[src/rtl/monster_spawner_pkg.sv]
// Shared constants and types for the monster spawner: slot count, slot-state
// encoding and the jitter LFSR constants.
package monster_spawner_pkg;

    localparam int NUM_SLOTS = 4;

    typedef enum logic [1:0] {
        IDLE  = 2'd0,
        ALIVE = 2'd1,
        WAIT  = 2'd2
    } slot_state_t;

    // Fibonacci LFSR, taps 8,6,5,4 expressed as a mask over lfsr[7:0]
    localparam logic [7:0] LFSR_SEED = 8'hA5;
    localparam logic [7:0] LFSR_TAPS = 8'b1011_1000;

endpackage

[src/rtl/spawn_slot.sv]
// One monster slot: death-edge detect on monster_dead, IDLE/ALIVE/WAIT state
// and the respawn down-counter.
//
//   state | meaning
//   IDLE  | never spawned this wave; eligible immediately
//   ALIVE | monster running; a death rise starts the respawn timer
//   WAIT  | counting down; eligible once the timer reaches 0
module spawn_slot
    import monster_spawner_pkg::*;
#(
    parameter int TW = 8
) (
    input  logic          clk,
    input  logic          rst,
    input  logic          enable,
    input  logic          monster_dead,
    input  logic          grant,
    input  logic [TW-1:0] load_value,
    output logic          eligible,
    output logic          alive
);

    slot_state_t   state;
    logic [TW-1:0] timer;
    logic          prev;
    logic          rise;

    assign rise     = monster_dead & ~prev;
    assign alive    = (state == ALIVE);
    assign eligible = (state == IDLE) || ((state == WAIT) && (timer == '0));

    always_ff @(posedge clk or posedge rst) begin
        if (rst) begin
            state <= IDLE;
            timer <= '0;
            prev  <= 1'b1;
        end else begin
            prev <= monster_dead;
            case (state)
                IDLE: begin
                    if (grant) state <= ALIVE;
                end
                ALIVE: begin
                    if (rise) begin
                        state <= WAIT;
                        timer <= load_value;
                    end
                end
                WAIT: begin
                    if (grant) begin
                        state <= ALIVE;
                    end else if (enable && (timer != '0)) begin
                        timer <= timer - 1'b1;
                    end
                end
                default: state <= IDLE;
            endcase
        end
    end

endmodule

[src/rtl/monster_spawner.sv]
// Monster spawner top: four slots, round-robin grant, wave quota and wave_done.
// Optional respawn jitter from an 8-bit LFSR when SPAWN_JITTER_EN is defined.
module monster_spawner
    import monster_spawner_pkg::*;
#(
    parameter int RESPAWN_CYCLES = 100_000_000,
    parameter int WAVE_SIZE      = 12,
    parameter int JITTER_BITS    = 3
) (
    input  logic                 clk,
    input  logic                 rst,
    input  logic                 enable,
    input  logic [NUM_SLOTS-1:0] monster_dead,
    output logic [NUM_SLOTS-1:0] spawn,
    output logic [NUM_SLOTS-1:0] slot_alive,
    output logic [3:0]           spawned_total,
    output logic                 wave_done
);

    localparam int PW   = $clog2(NUM_SLOTS);
    // Width covers the jitter range in both builds so it does not depend on the macro
    localparam int TMAX = RESPAWN_CYCLES - 1 + (1 << JITTER_BITS) - 1;
    localparam int TW   = (TMAX < 1) ? 1 : $clog2(TMAX + 1);
    localparam logic [3:0] QUOTA = 4'(WAVE_SIZE);

    logic [NUM_SLOTS-1:0] eligible;
    logic [NUM_SLOTS-1:0] grant;
    logic [PW-1:0]        ptr;
    logic [PW-1:0]        grant_idx;
    logic                 found;
    logic [TW-1:0]        load_value;

`ifdef SPAWN_JITTER_EN
    logic [7:0] lfsr;

    always_ff @(posedge clk or posedge rst) begin
        if (rst) lfsr <= LFSR_SEED;
        else     lfsr <= {lfsr[6:0], ^(lfsr & LFSR_TAPS)};
    end

    assign load_value = TW'(RESPAWN_CYCLES - 1) + TW'(lfsr[JITTER_BITS-1:0]);
`else
    assign load_value = TW'(RESPAWN_CYCLES - 1);
`endif

    for (genvar i = 0; i < NUM_SLOTS; i++) begin : g_slot
        spawn_slot #(.TW(TW)) u_slot (
            .clk          (clk),
            .rst          (rst),
            .enable       (enable),
            .monster_dead (monster_dead[i]),
            .grant        (grant[i]),
            .load_value   (load_value),
            .eligible     (eligible[i]),
            .alive        (slot_alive[i])
        );
    end

    // Round-robin search from ptr upward; PW-bit index wraps 3 -> 0 on its own
    always_comb begin
        logic [PW-1:0] idx;
        idx       = '0;
        grant     = '0;
        grant_idx = '0;
        found     = 1'b0;
        if (enable && (spawned_total < QUOTA)) begin
            for (int k = 0; k < NUM_SLOTS; k++) begin
                idx = ptr + PW'(k);
                if (!found && eligible[idx]) begin
                    found     = 1'b1;
                    grant_idx = idx;
                end
            end
        end
        if (found) grant[grant_idx] = 1'b1;
    end

    always_ff @(posedge clk or posedge rst) begin
        if (rst) begin
            spawn         <= '0;
            ptr           <= '0;
            spawned_total <= '0;
            wave_done     <= 1'b0;
        end else begin
            spawn <= grant;
            if (found) begin
                spawned_total <= spawned_total + 4'd1;
                ptr           <= grant_idx + 1'b1;
            end
            if ((spawned_total == QUOTA) && (slot_alive == '0)) wave_done <= 1'b1;
        end
    end

endmodule

[config.mk]
export PLATFORM = sky130hd
export DESIGN_NAME = monster_spawner
export DESIGN_NICKNAME = d
export VERILOG_FILES = /design/src/rtl/monster_spawner_pkg.sv /design/src/rtl/spawn_slot.sv /design/src/rtl/monster_spawner.sv
export SDC_FILE = /design/constraint.sdc
export NUM_CORES = 1
export LEC_CHECK = 0
export CORE_ASPECT_RATIO = 1.75
export CORE_MARGIN = 2
export CORE_UTILIZATION = 30
export CTS_CLUSTER_DIAMETER = 60
export DETAILED_ROUTE_END_ITERATION = 8
export HOLD_SLACK_MARGIN = 0.1
export PLACE_DENSITY_LB_ADDON = 0.25
export SYNTH_ARGS = -nofsm -noshare
export SYNTH_HDL_FRONTEND = slang
export SYNTH_SLANG_ARGS = --single-unit
[constraint.sdc]
create_clock -name clk -period 6.15 [get_ports clk]
set_input_delay 1.23 -clock clk [delete_from_list [all_inputs] [get_ports clk]]
set_output_delay 1.23 -clock clk [all_outputs]
set_load 0.005 [all_outputs]
==> reports/metrics.cfg <==
[grt]
busiest_layer=met2
met2_usage_pct=28.4
grt.met3_usage_pct=3.02
antenna_found_initial=0
grt_pass1_wl_um=32900
gr-total-overflow=0
grt_use_met1_pct=18.8
grt_pass1_vias=6364
grt_max_degree=98
gr-usage-all-layers_pct=16.2

[clocking]
clock_latency_ns=0.44
cts_tree=built
h-tree-depth=4
postCtsHoldBufs=0
clock_sinks=131
cts_buffers=17
cts_buffer_depth=2
clkTransAtPathRegs_ns=0.06
cts_resized=0
cts_setup_buffers=0
clk_root_buffer_cell=clkbuf_16

[die]
die_x_um=123
die_h_um=212
start_util_pct=30.2
dieArea_mm2=0.0259
io_pins=20
num_rows=76
core_area_mm2=0.0244

[final_layout]
fillers=2509
final_util_pct=34.5
final_cell_area_mm2=0.00844
nets=841
final_cells=1145
syn_to_final_growth_pct=14.3
antenna_cells=0
drive_gt1_share_pct=8.04

[timing]
period_share_pct=68.4
relSlewSlack_pct=23.3
fin_tns_setup_ns=0
fmax_mhz=238
finClkSkew_ns=0.0101
slew_viol_final=0
fin_crit_ns=4.20
rsz0062_at_grt=no
worst_slew_pin_slew_ns=1.15
finalHoldViolCount=0
setup_violations=0

[synth]
synth_top_area_share_pct=43.0
synth_cell_type_count=75
synth-seq-cells=131
ys_seq_area_share_pct=44.4
synth_edf_count=0
ys_top_cells_by_area=dfrtp_1 43%, o21ai_0 5.6%, nor2_1 3.5%, nand2_1 3.3%, a21oi_1 2.6%
synth_area_per_cell_um2=9.14
netlist_area_mm2=0.00739
synth_flop_cell=dfrtp_1
synth_common_cells=127 x dfrtp_1, 82 x o21ai_0, 68 x nor2_1, 64 x nand2_1, 38 x a21oi_1
synth_nets=829
async_reset_ff_share_pct=100
netlist_instances=808
yosys.area.top_type=dfrtp_1
yosysMostFrequentCell=dfrtp_1
ys_warn_count=0

[detailed_routing]
vias_per_cell=5.61
ant_nets=0
vias=6419
drc=0
drt_wl_total_um=19800
drt_iter0_markers=385
avgRoutedWirePerCell_um=17.3
dr.pass1.iters=6

[pwr]
clockPowerShare_pct=28.3
p_comb_share_pct=30.3
switching_share_pct=39.0
sequentialPowerShare_pct=41.4
p_leak_uw=0.00318
power_uw=3670
switching_power_uw=1430
peakVddDrop_mv=0.207
p_per_area_mw_per_mm2=435
intPower_uw=2240

[worst_setup_path]
crit_arrival_ns=4.52
worstSetupStartpointType=flop
end_kind=flop
path_class=flop to flop
cp.required_ns=6.47
crit_fanout=14

[flow_run]
maxCapViolCount=0

[placement]
place.gp.congestion=0.885
placed_cell_area_mm2=0.00785
hpwl_um=13800
io_buffers=19
place_inst=1113

[run_status]
status=complete, no violations

[hold_path]
hold_path.class=flop to flop

power groups by stage:
stage	logic (µW)	registers [µW]	clock network, µW
3_3_place_gp	1100	1520	0
5_1_grt	1270	1580	1100
6_report	1110	1520	1040
2_1_floorplan	850	1420	0
3_5_place_dp	1120	1520	0
4_1_cts	1120	1510	1060
layout by cell type (no fill, tap or decap), drive strengths merged, types with 5 or more instances in the layout:
| master | count |
|---|---|
| dfrtp | 127 |
| o21ai | 83 |
| nor2 | 70 |
| nand2 | 66 |
| a21oi | 38 |
| inv | 32 |
| a31oi | 32 |
| nor3 | 29 |
| nor4 | 26 |
| o31ai | 25 |
| a21o | 23 |
| or4 | 20 |
| clkdlybuf4s50 | 19 |
| clkbuf | 18 |
| nand3 | 17 |
| ha | 14 |
| or3 | 13 |
| a211oi | 11 |
| nor2b | 9 |
| nand4 | 8 |
| nand2b | 8 |
| mux2i | 8 |
| o41ai | 7 |
| o22ai | 7 |
| and2 | 6 |
| o21a | 6 |
| a22o | 6 |
| clkinvlp | 6 |
| buf | 6 |
| o211ai | 5 |
| a41oi | 5 |
| and3 | 5 |
| nand3b | 5 |
| clkinv | 5 |
final timing paths:
check	end	startpoint	depth (start not counted)	slack [ns]
worst max register to register	g_slot[0].u_slot.timer[25]	g_slot[0].u_slot.timer[8]	12	1.95
worst max-delay path	g_slot[0].u_slot.timer[25]	g_slot[0].u_slot.timer[8]	12	1.95
max in group asynchronous	g_slot[0].u_slot.timer[3]	rst	3	3.73
min in group asynchronous	g_slot[3].u_slot.timer[0]	rst	2	1.35
worst min-delay path	g_slot[3].u_slot.timer[12]	g_slot[3].u_slot.timer[12]	1	0.48
worst min register to register	g_slot[3].u_slot.timer[12]	g_slot[3].u_slot.timer[12]	1	0.48
registers in the layout, summed over array words and instances (netlist names):
signal / count
g_slot.u_slot.prev: 4
g_slot.u_slot.state: 8
g_slot.u_slot.timer: 108
ptr: 2
spawn: 4
spawned_total: 4
wave_done: 1
kinds of logic after synthesis:
group,synth area share (%)
and+or+nand+nor,22.2
AOI/OAI and AO/OA,25.6
DFF,44.4
buffers and inverters,3.91
adders and majority gates,2.37
muxes,1.08
xor gates and xnor gates,0.356
critical path, cell delays in order, from the launching register on:
cell      delay [ns]
dfrtp_1         0.45
or4_4           0.59
or4_4           0.54
o22ai_2         0.19
nand3b_1        0.12
nand2b_1        0.15
a21boi_0        0.23
or3_1           0.20
ha_1            0.24
nand2_1         0.09
o21bai_1        0.91
nor4_1          0.12
o22a_1          0.24
final cells by class:
type                    count  area [µm²]  share of cell area, %
multi-input cells         613        3810                   45.2
flip-flops and latches    131        3280                   38.9
clock buffers              18         429                   5.08
well taps                 312         390                   4.62
repair buffers             25         235                   2.79
clock inverters            14         164                   1.94
inverters                  32         125                   1.48
routing by layer:
layer  up-vias  wire [µm]
met5         -          0
met4         0        607
met2       130      10400
met1      3147       8130
met3        39        623
li1       3103          -
through the flow:
| stage | setup slack, ns | hold slack, ns |
|---|---|---|
| 4_1_cts | 1.94 | 0.481 |
| 2_1_floorplan | 1.43 | 0.443 |
| 6_report | 1.95 | 0.481 |
| 5_1_grt | 1.66 | 0.488 |
| 3_5_place_dp | 1.80 | 0.473 |
| 3_3_place_gp | 1.88 | 0.471 |
No activity file was read; power rests on OpenSTA's default activity.
